`src/rtl/instruction_fetch_unit_if.sv`:
```
// Instruction-memory read bus between the fetch unit (master) and the memory (slave).
// The request is held with a stable address until the memory answers with one ack cycle.
interface instruction_fetch_unit_if #(
  parameter int ADDR_WIDTH = 20
);
  logic                  mem_req;
  logic [ADDR_WIDTH-1:0] mem_addr;
  logic                  mem_ack;
  logic [19:0]           mem_rdata;

  modport master (
    output mem_req,
    output mem_addr,
    input  mem_ack,
    input  mem_rdata
  );

  modport slave (
    input  mem_req,
    input  mem_addr,
    output mem_ack,
    output mem_rdata
  );
endinterface

```
`src/rtl/instruction_fetch_unit.sv`:
```
// Instruction fetch unit: owns the PC, reads 20-bit words over a req/ack bus and presents
// them to the control unit, raising trap / address-violation / ack-timeout flags.
module instruction_fetch_unit #(
  parameter int                    ADDR_WIDTH  = 20,
  parameter int                    MEM_DEPTH   = 1024,
  parameter logic [ADDR_WIDTH-1:0] RESET_PC    = '0,
  parameter int                    ACK_TIMEOUT = 15
) (
  input  logic                     clk,
  input  logic                     reset,
  input  logic                     fetch_enable,
  input  logic                     instr_taken,
  input  logic                     branch_valid,
  input  logic [ADDR_WIDTH-1:0]    branch_target,
  input  logic                     trap_clear,
  instruction_fetch_unit_if.master mem,
  output logic [19:0]              instruction,
  output logic                     instr_valid,
  output logic [ADDR_WIDTH-1:0]    pc,
  output logic                     trap_mode_flag,
  output logic                     mem_violation_flag,
  output logic                     mem_corruption_flag
);

  localparam int                    CNT_W       = $clog2(ACK_TIMEOUT + 1);
  localparam logic [CNT_W-1:0]      TIMEOUT_CNT = CNT_W'(ACK_TIMEOUT);
  localparam logic [ADDR_WIDTH:0]   DEPTH_LIMIT = (ADDR_WIDTH + 1)'(MEM_DEPTH);

  typedef enum logic [2:0] {
    S_IDLE,
    S_REQ,
    S_WAIT,
    S_HOLD,
    S_TRAP,
    S_VIOL,
    S_FAULT
  } state_e;

  state_e                state_q, state_d;
  logic [ADDR_WIDTH-1:0] pc_q, pc_d;
  logic [19:0]           instr_q, instr_d;
  logic [CNT_W-1:0]      count_q, count_d;
  logic                  mem_req_q, mem_req_d;
  logic [ADDR_WIDTH-1:0] mem_addr_q, mem_addr_d;
  logic                  valid_q, valid_d;
  logic                  trap_q, trap_d;
  logic                  viol_q, viol_d;
  logic                  corr_q, corr_d;

  always_comb begin
    // NOTE: every variable gets a default before the case so no path can infer a latch.
    state_d = state_q;
    pc_d    = pc_q;
    instr_d = instr_q;
    count_d = count_q;

    case (state_q)
      S_IDLE: begin
        if (branch_valid) begin
          pc_d = branch_target;
        end else if (fetch_enable) begin
          state_d = ({1'b0, pc_q} >= DEPTH_LIMIT) ? S_VIOL : S_REQ;
        end
      end

      S_REQ: begin
        count_d = '0;
        state_d = S_WAIT;
      end

      S_WAIT: begin
        if (mem.mem_ack) begin
          instr_d = mem.mem_rdata;
          state_d = S_HOLD;
        end else begin
          count_d = count_q + 1'b1;
          if (count_d == TIMEOUT_CNT) begin
            state_d = S_FAULT;
          end
        end
      end

      S_HOLD: begin
        // A branch arriving with the consume beats the sequential increment.
        if (instr_taken) begin
          pc_d    = branch_valid ? branch_target : pc_q + 1'b1;
          state_d = (instr_q == 20'b0) ? S_TRAP : S_IDLE;
        end else if (branch_valid) begin
          pc_d = branch_target;
        end
      end

      S_TRAP: begin
        if (trap_clear) begin
          state_d = S_IDLE;
        end
      end

      S_VIOL: begin
        if (trap_clear) begin
          pc_d    = RESET_PC;
          state_d = S_IDLE;
        end
      end

      S_FAULT: begin
        // The PC is kept so that clearing the fault refetches the same word.
        if (trap_clear) begin
          state_d = S_IDLE;
        end
      end

      default: state_d = S_IDLE;
    endcase

    // Outputs are registered from the next state so they line up with the state they describe.
    mem_req_d  = (state_d == S_REQ) || (state_d == S_WAIT);
    mem_addr_d = mem_req_d ? pc_d : '0;
    valid_d    = (state_d == S_HOLD);
    trap_d     = (state_d == S_TRAP);
    viol_d     = (state_d == S_VIOL);
    corr_d     = (state_d == S_FAULT);
  end

  // NOTE: state uses non-blocking assignments so every flop samples pre-edge values.
  always_ff @(posedge clk) begin
    if (reset) begin
      state_q    <= S_IDLE;
      pc_q       <= RESET_PC;
      instr_q    <= '0;
      count_q    <= '0;
      mem_req_q  <= 1'b0;
      mem_addr_q <= '0;
      valid_q    <= 1'b0;
      trap_q     <= 1'b0;
      viol_q     <= 1'b0;
      corr_q     <= 1'b0;
    end else begin
      state_q    <= state_d;
      pc_q       <= pc_d;
      instr_q    <= instr_d;
      count_q    <= count_d;
      mem_req_q  <= mem_req_d;
      mem_addr_q <= mem_addr_d;
      valid_q    <= valid_d;
      trap_q     <= trap_d;
      viol_q     <= viol_d;
      corr_q     <= corr_d;
    end
  end

  assign mem.mem_req          = mem_req_q;
  assign mem.mem_addr         = mem_addr_q;
  assign instruction          = instr_q;
  assign instr_valid          = valid_q;
  assign pc                   = pc_q;
  assign trap_mode_flag       = trap_q;
  assign mem_violation_flag   = viol_q;
  assign mem_corruption_flag  = corr_q;

endmodule
```
`src/flat_wrapper.sv`:
```
// flat-port wrapper written by rule: the top's interface ports become plain ports
module instruction_fetch_unit_flat 
#(
  parameter int                    ADDR_WIDTH  = 20,
  parameter int                    MEM_DEPTH   = 1024,
  parameter logic [ADDR_WIDTH-1:0] RESET_PC    = '0,
  parameter int                    ACK_TIMEOUT = 15
)
  (clk, reset, fetch_enable, instr_taken, branch_valid, branch_target, trap_clear, instruction, instr_valid, pc, trap_mode_flag, mem_violation_flag, mem_corruption_flag, mem_mem_req, mem_mem_addr, mem_mem_ack, mem_mem_rdata);
  instruction_fetch_unit_if #(.ADDR_WIDTH(ADDR_WIDTH)) mem_i ();
  input  logic clk;
  input  logic reset;
  input  logic fetch_enable;
  input  logic instr_taken;
  input  logic branch_valid;
  input  logic [ADDR_WIDTH-1:0] branch_target;
  input  logic trap_clear;
  output logic [19:0] instruction;
  output logic instr_valid;
  output logic [ADDR_WIDTH-1:0] pc;
  output logic trap_mode_flag;
  output logic mem_violation_flag;
  output logic mem_corruption_flag;
  output wire logic [$bits(mem_i.mem_req)-1:0] mem_mem_req;
  output wire logic [$bits(mem_i.mem_addr)-1:0] mem_mem_addr;
  input wire logic [$bits(mem_i.mem_ack)-1:0] mem_mem_ack;
  input wire logic [$bits(mem_i.mem_rdata)-1:0] mem_mem_rdata;
  assign mem_mem_req = mem_i.mem_req;
  assign mem_mem_addr = mem_i.mem_addr;
  assign mem_i.mem_ack = mem_mem_ack;
  assign mem_i.mem_rdata = mem_mem_rdata;
  instruction_fetch_unit #(.ADDR_WIDTH(ADDR_WIDTH), .MEM_DEPTH(MEM_DEPTH), .RESET_PC(RESET_PC), .ACK_TIMEOUT(ACK_TIMEOUT)) u_core (.clk(clk), .reset(reset), .fetch_enable(fetch_enable), .instr_taken(instr_taken), .branch_valid(branch_valid), .branch_target(branch_target), .trap_clear(trap_clear), .mem(mem_i), .instruction(instruction), .instr_valid(instr_valid), .pc(pc), .trap_mode_flag(trap_mode_flag), .mem_violation_flag(mem_violation_flag), .mem_corruption_flag(mem_corruption_flag));
endmodule
```
`config.mk`:
```
export PLATFORM = sky130hd
export DESIGN_NAME = instruction_fetch_unit_flat
export DESIGN_NICKNAME = d
export VERILOG_FILES = /design/src/rtl/instruction_fetch_unit_if.sv /design/src/rtl/instruction_fetch_unit.sv /design/src/flat_wrapper.sv
export SDC_FILE = /design/constraint.sdc
export NUM_CORES = 1
export LEC_CHECK = 0
export CAP_MARGIN = 20
export CORE_ASPECT_RATIO = 1.75
export CORE_UTILIZATION = 50
export CTS_CLUSTER_DIAMETER = 50
export CTS_CLUSTER_SIZE = 25
export DETAILED_ROUTE_END_ITERATION = 6
export GPL_ROUTABILITY_DRIVEN = 0
export PLACE_DENSITY = 0.86
export REMOVE_ABC_BUFFERS = 1
export SLEW_MARGIN = 10
export SYNTH_ARGS = -nofsm -noshare
export SYNTH_HDL_FRONTEND = slang
export SYNTH_SLANG_ARGS = --single-unit
export TNS_END_PERCENT = 10
```
`constraint.sdc`:
```
create_clock -name clk -period 3.88 [get_ports clk]
set_input_delay 0.388 -clock clk [delete_from_list [all_inputs] [get_ports clk]]
set_output_delay 0.388 -clock clk [all_outputs]
set_load 0.02 [all_outputs]
```
==> impl_metrics.toml, run 1 <==
[status]
outcome = "complete, no violations"

[cts]
cts.clk_slew.worst_paths_ps = 60
cts_sinks = 72
cts_root_buffer = "clkbuf_16"
post_cts_resized = 0
clk_latency_ps = 340
cts_tree = "built"
cts_buffers = 9
cts_max_level = 3
cts-hold-fix-buffers = 0
cts_buffer_depth = 2
postCtsSetupBuffers = 0

[job]
cap_violations = 0

[placed_design]
dp_hpwl_um = 7790
io_buffers = 111
placed_cells = 607

[die]
die_h_um = 112
fp.dieW_um = 65.1
die_area_um2 = 7310
ios = 112
num_rows = 39
initial_core_util = 0.524
core_um2 = 6640

[yosys]
yosysSeqAreaShare = 0.414
ys_async_sr_fraction = 0
synth_flop_cell = "dfxtp_1"
synth_warnings = 0
ys_ff_latch = 72
netlist_area_um2 = 3480
synth_edf_count = 0
avgSynthCellArea_um2 = 8.00
syn_inst = 435
synth_cell_type_count = 58

[setup_path]
criticalPathCategory = "flop to flop"
crit_path_start_kind = "flop"
endpoint_kind = "flop"
worstPathArrival_ps = 2920
cp.required_ps = 4130
crit_path_max_fanout = 21

[cells_and_area]
final_cell_mix = "clkdlybuf4s50_1 (111), dfxtp_1 (72), nand2_1 (67), nor2_1 (46), a21oi_1 (37)"
drive_gt1_frac = 0.0499
fillers = 525
antenna_cells = 0
area_delta_synth_final_pct = 41.9
final_common_cell = "clkdlybuf4s50_1"
fin_cells = 623
nets = 587

[sta]
rsz0062_at_grt = "no"
relSlewSlack = 0.450
max_freq_mhz = 375
timing.final.crit_share = 0.688
slew_viol_final = 0
fin_skew_ps = 4.64
finalSetupViolCount = 0
period_minus_slack_ps = 2670
hold_violations = 0
tightestPinTransition_ps = 825
setup-tns-final_ps = 0

[drt]
viasPerCell = 6.30
via_count = 3927
routed_wl_um = 11100
drt_drc_violations_left = 0
wl_per_cell_um = 17.8
drtAntennaViolNets = 0
first_pass_iters = 6
drt_iter0_markers = 417

[power]
p_leak_nw = 1.78
ir_drop_uv = 371
powerDensity_nw_per_um2 = 437

[global_route]
grt-ovfl-total = 0
grt_pass1_vias = 3892
grt_max_degree = 44
grt.total_usage = 0.318
antenna_found_initial = 0
grt_pass1_wl_um = 17900

[min_path]
hp-class = "flop to flop"
-- per-stage QoR --
stage                     area [µm²]  total power [W]  hold slack [ps]  setup WS [ps]  utilization
final                           4940          0.00216              468           1210        0.744
after global routing            4940          0.00222              491           1030        0.744
after CTS                       4940          0.00216              470           1240        0.744
after detailed placement        4620          0.00130              463           1080        0.696
after global placement          4620          0.00129              458           1160        0.696
after floorplan                 3370          0.00108              457           1610            -
-- synthesized netlist by cell type (3+ instances only) --
cell type   n  area [µm²]
o31a_1      3        26.3
o41ai_1     3        26.3
o221ai_1    4        35.0
o21ai_0    15        75.1
nand4_1     5        31.3
a221oi_1    3        26.3
a222oi_1    3        30.0
ha_1        4        50.1
and2_1      7        43.8
o21a_1      6        45.0
and3_1      5        31.3
dfxtp_1    72        1440
clkbuf_1   15        56.3
nor4_1     13        81.3
nand4b_1    3        26.3
inv_1      10        37.5
nand3_1    12        60.1
a21oi_1    37         185
a31oi_1    12        75.1
or3_1       6        37.5
nor2_1     46         173
a211oi_1    4        30.0
buf_2       8        40.0
a21o_1      3        22.5
or4_1       4        30.0
nor3b_1     4        30.0
nand3b_1    5        37.5
nor3_1      7        35.0
xor2_1      4        35.0
mux2i_1     3        30.0
nand2_1    67         251
nor2b_1     6        37.5
-- logic make-up after synthesis --
family,share of synthesized area
simple gates,0.289
compound gates,0.214
flops,0.414
buf+inv,0.0406
xor+xnor,0.0126
mux,0.0151
fa+ha+maj,0.0144
-- layer usage --
metal | GRT usage | vias to the layer above | share of wire
met5 | 0 | - | 0
met4 | 0.258 | 0 | 0.063
met3 | 0.0884 | 77 | 0.094
met2 | 0.548 | 276 | 0.51
met1 | 0.305 | 1785 | 0.33
li1 | - | 1789 | -
-- flip-flops by register name (all words and copies together) (netlist names) --
signal / count
u_core.count_q: 4
u_core.instr_valid: 1
u_core.instruction: 20
u_core.mem.mem_addr: 20
u_core.mem.mem_req: 1
u_core.mem_corruption_flag: 1
u_core.mem_violation_flag: 1
u_core.pc: 20
u_core.state_q: 3
u_core.trap_mode_flag: 1
-- final cells by class --
type	count	area, µm²	area share
tap	82	103	0.0208
multi-input combinational	328	1900	0.384
timing repair buffer	115	1140	0.231
sequential	72	1440	0.292
inverter	10	37.5	0.00760
clock buffer	14	284	0.0575
clock inverter	2	35.0	0.00710
-- power breakdown --
part / internal [W] / total (W) / switching, W
Sequential: 0.000784 / 0.000846 / 0.0000624
Combinational: 0.000202 / 0.000448 / 0.000245
Clock: 0.000566 / 0.000865 / 0.000299
Total: 0.00155 / 0.00216 / 0.000606
-- final timing paths --
path                            slack (ps)                     end  cells after the start             startpoint
worst min-delay path                   470   u_core.instruction[0]                      2  u_core.instruction[0]
worst max-delay path                  1210  u_core.mem.mem_addr[6]                      5      u_core.state_q[2]
worst min register to register         470   u_core.instruction[0]                      2  u_core.instruction[0]
worst max register to register        1210  u_core.mem.mem_addr[6]                      5      u_core.state_q[2]
-- worst max-delay path, cell delays in order (launching register included) --
cell and delay, ps:
dfxtp_1 730, and4b_1 430, nand4_1 140, nor2_1 70, or4_1 900, a31oi_1 300
(Power assumes the default switching activity.)
==> inputs of run 2 (changes only) <==
- CORE_UTILIZATION: 50 -> 42
- PLACE_DENSITY: 0.86 -> 0.77
- clock period: 3.88 -> 2.34 ns (I/O delays scaled with it)
==> run 2 against run 1 <==
  * The run now ends with DRC left
  * Total power grew 66%
  * Via count decreased by 0.84%
  * Clock skew increased by 4.7 ps
  * Register-to-register slack worse by 1100 ps
  * Count of clock-buffer cells in the layout is 5 lower
  * Fmax rose by 20%
  * Utilization shrank 10 points
  * Flip-flop and latch count stayed put
  * Worst setup slack worse by 1100 ps
  * Design area up 3.9%
  * Critical endpoint is now u_core.pc[18]
  * Highest routed layer unchanged
==> impl_metrics.toml, run 2 (synthesis gave the netlist of run 1 again) <==
[global_route]
grt.total_usage = 0.270
grt_pass1_vias = 3902
grt_pass1_wl_um = 18400
grt-ovfl-total = 0
grt_max_degree = 44
antenna_found_initial = 0

[sta]
slew_viol_final = 0
finalSetupViolCount = 0
period_minus_slack_ps = 2220
timing.final.crit_share = 0.947
hold_violations = 0
fin_ws_ps = 123
rsz0062_at_grt = "no"
setup-tns-final_ps = 0
fin_skew_ps = 9.31
relSlewSlack = 0.608
tightestPinTransition_ps = 582
max_freq_mhz = 451
whs_ps = 435

[drt]
routed_wl_um = 11300
drtAntennaViolNets = 0
via_count = 3894
viasPerCell = 5.93
wl_per_cell_um = 17.2
first_pass_iters = 7
drt_iter0_markers = 305
drt_drc_violations_left = 12

[placed_design]
place_ws_ps = 90.5
io_buffers = 111
dp_hpwl_um = 8300

[power]
power.total_w = 0.00357
powerDensity_nw_per_um2 = 697
ir_drop_uv = 495
p_leak_nw = 1.88

[die]
die_area_um2 = 8660
core_um2 = 7960
ios = 112
num_rows = 43
die_h_um = 122
fp.dieW_um = 70.8
initial_core_util = 0.437

[status]
violations = "DRC"
outcome = "finished with violations"

[setup_path]
worstPathArrival_ps = 2420
cp.required_ps = 2550
criticalPathCategory = "flop to flop"
crit_path_max_fanout = 13
crit_path_start_kind = "flop"
endpoint_kind = "flop"

[cts]
cts.clk_slew.worst_paths_ps = 60
cts_max_level = 3
cts_root_buffer = "clkbuf_16"
cts_buffer_depth = 2
cts_sinks = 72
cts_tree = "built"
clk_latency_ps = 340
cts_buffers = 9

[cells_and_area]
area_delta_synth_final_pct = 47.4
drive_gt1_frac = 0.0970
final_common_cell = "clkdlybuf4s50_1"
antenna_cells = 0
final_cell_mix = "clkdlybuf4s50_1 (111), dfxtp_1 (71), nand2_1 (67), nor2_1 (46), a21oi_1 (37)"
nets = 613
fin_util = 0.644
fillers = 691

[min_path]
hp-class = "input port to flop"

[job]
cap_violations = 0
## run 2: cell count changes in the layout (fill, tap and decap cells not counted), sizes merged
cell	change
buf	+26
clkbuf	-5
clkinvlp	+3
inv	+2
## run 2: layout make-up
type	instances	area (µm²)	share of cell area
tap	90	113	0.0220
clock inverter	7	78.8	0.0154
inverter	10	37.5	0.00732
clock buffer	9	225	0.0439
timing repair buffer	141	1340	0.261
multi-input combinational	328	1900	0.370
sequential	72	1440	0.281
## run 2: critical path, cell delays in order (launching register included)
cell	delay, ps
dfxtp_1	610
nand3b_1	350
a21boi_1	310
or4_1	520
a211oi_1	240
nor3_1	60
## run 2: power breakdown
part / leakage [nW] / internal, W / switching, W
Combinational: 1.16 / 0.000374 / 0.000430
Sequential: 0.585 / 0.00130 / 0.0000870
Clock: 0.139 / 0.000833 / 0.000551
## run 2: worst paths after layout
| check | slack (ps) | from | depth (start not counted) | to |
|---|---|---|---|---|
| worst max-delay path | 120 | u_core.state_q[0] | 5 | u_core.pc[18] |
| worst min-delay path | 440 | mem_mem_rdata[11] | 3 | u_core.instruction[11] |
| worst max register to register | 120 | u_core.state_q[0] | 5 | u_core.pc[18] |
| worst min register to register | 470 | u_core.instruction[11] | 2 | u_core.instruction[11] |
## run 2: stage by stage
stage / std cells / cell area, µm²
global placement: 641 / 4820
detailed placement: 641 / 4820
floorplan: 410 / 3370
global route: 657 / 5130
finish: 657 / 5130
CTS: 657 / 5130
## run 2: timing repair
action / 4_1_cts / 5_1_grt
gates resized for setup: 0 / 1
hold buffers: 0 / 0
buffers inserted: 0 / 0
endpoints found under the setup margin: 0 / 2
## run 2: per-layer routing
metal	wire [µm]	vias to the layer above	global-route usage
met5	0	-	0
met3	849	50	0.0813
li1	-	1837	-
met1	4000	1803	0.275
met4	571	0	0.159
met2	5890	204	0.483
==> inputs of run 3 (changes only) <==
- CORE_UTILIZATION: 42 -> 50
- PLACE_DENSITY: 0.77 -> 0.86
- clock period: 2.34 -> 2.6 ns (I/O delays scaled with it)
==> run 3 against run 2 <==
  * The run now ends clean
  * Flip-flop and latch count did not move
  * Combinational power fell by 14%
  * Design area fell by 2.3%
  * Sequential share of layout area rose by 0.64 points
  * Total power fell by 11%
  * Hold slack improved by 29 ps
  * Sequential power fell by 9%
  * Via count rose by 0.44%
  * Die area fell by 16%
  * Final cell count fell by 3.3%
  * Global-route usage rose by 4.5 points
  * Non-clock buffer count fell by 14
==> impl_metrics.toml, run 3 (synthesis gave the netlist of run 1 again) <==
[power]
powerDensity_nw_per_um2 = 632
p_leak_nw = 1.82
p_sw_w = 0.000936
swShare = 0.296
power_frac_clock = 0.383
ir_drop_uv = 545
p_int_w = 0.00223
pwr-share-seq = 0.397
p_comb_frac = 0.219

[setup_path]
path_delay_family = "simple AND/OR/NAND/NOR gates"
cp.required_ps = 2820
path_cells = "ha_1 -> nand4_2 -> or3_1 -> or4_1 -> a211oi_1 -> nor3_1"
worstPathArrival_ps = 2470
criticalPathCategory = "flop to flop"
crit_path_max_fanout = 6
cpPeakStageDelay_ps = 510
cpMaxStageDelayCell = "or4_1"
endpoint_kind = "flop"
crit_buf_inv = 0
r2r_setup_slack_ps = 350
crit_path_start_kind = "flop"

[die]
num_rows = 39
core_um2 = 6640
die_area_um2 = 7310
ios = 112
initial_core_util = 0.524
die_h_um = 112
fp.dieW_um = 65.1

[cells_and_area]
final_cell_mix = "clkdlybuf4s50_1 (111), dfxtp_1 (72), nand2_1 (67), nor2_1 (46), a21oi_1 (37)"
fin_cells = 635
nets = 599
area_delta_synth_final_pct = 44.0
antenna_cells = 0
drive_gt1_frac = 0.0705
fin_util = 0.755
final_common_cell = "clkdlybuf4s50_1"

[cts]
clk_latency_ps = 350
cts_buffer_depth = 2
post_cts_resized = 0
cts_max_level = 3
cts_root_buffer = "clkbuf_16"
cts-hold-fix-buffers = 0
cts_buffers = 9
cts_tree = "built"
cts.clk_slew.worst_paths_ps = 60
cts_sinks = 72
postCtsSetupBuffers = 0

[sta]
timing.final.crit_share = 0.866
setup-tns-final_ps = 0
tightestPinTransition_ps = 661
period_minus_slack_ps = 2250
fin_ws_ps = 349
rsz0062_at_grt = "no"
max_freq_mhz = 444
finalSetupViolCount = 0
relSlewSlack = 0.558
fin_skew_ps = 8.22
hold_violations = 0
slew_viol_final = 0

[drt]
wl_per_cell_um = 17.6
drt_iter0_markers = 311
drt_drc_violations_left = 0
first_pass_iters = 6
drtAntennaViolNets = 0
via_count = 3911
viasPerCell = 6.16
routed_wl_um = 11100

[placed_design]
dp_hpwl_um = 7900
placed_cells = 619
place_ws_ps = 318
io_buffers = 111

[job]
cap_violations = 0

[global_route]
antenna_found_initial = 0
grt_pass1_vias = 3769
grt_pass1_wl_um = 17400
grt_max_degree = 44
grt.total_usage = 0.316
grt-ovfl-total = 0

[status]
outcome = "complete, no violations"

[min_path]
hp-class = "input port to flop"
-- run 3: through the flow --
stage | hold slack, ps | instance area [µm²] | total power, W
final | 464 | 5010 | 0.00316
after global routing | 475 | 5010 | 0.00327
after CTS | 464 | 5010 | 0.00315
after detailed placement | 464 | 4720 | 0.00196
after global placement | 457 | 4720 | 0.00195
after floorplan | 329 | 3370 | 0.00161
-- run 3: power by group through the flow --
stage	clock network, W	logic [W]	registers [W]
floorplan	0	0.000272	0.00134
global placement	0	0.000672	0.00127
detailed placement	0	0.000682	0.00128
CTS	0.00121	0.000687	0.00125
global route	0.00127	0.000741	0.00126
finish	0.00121	0.000694	0.00126
-- run 3: area by class of cell --
type | count | area [µm²]
Multi-Input combinational cell | 328 | 1900
Tap cell | 82 | 103
Clock buffer | 10 | 229
Clock inverter | 6 | 60.1
Timing Repair Buffer | 127 | 1240
Inverter | 10 | 37.5
Sequential cell | 72 | 1440
Fill cell | 526 | 1630
-- run 3: worst min-delay path, cell delays in order --
cell and delay [ps]:
clkdlybuf4s50_1 390, nand2_1 60, a21oi_1 50
-- run 3: final timing paths --
kind / end / cells past startpoint / startpoint
max reg2reg: u_core.pc[18] / 6 / u_core.pc[0]
max: u_core.pc[18] / 6 / u_core.pc[0]
min reg2reg: u_core.instruction[0] / 2 / u_core.instruction[0]
min: u_core.instruction[10] / 3 / mem_mem_rdata[10]
-- run 3: layer usage --
metal  global-route usage  share of wire
met5                    0              0
met4                0.220          0.059
met3                0.112          0.091
met2                0.544           0.50
met1                0.303           0.35
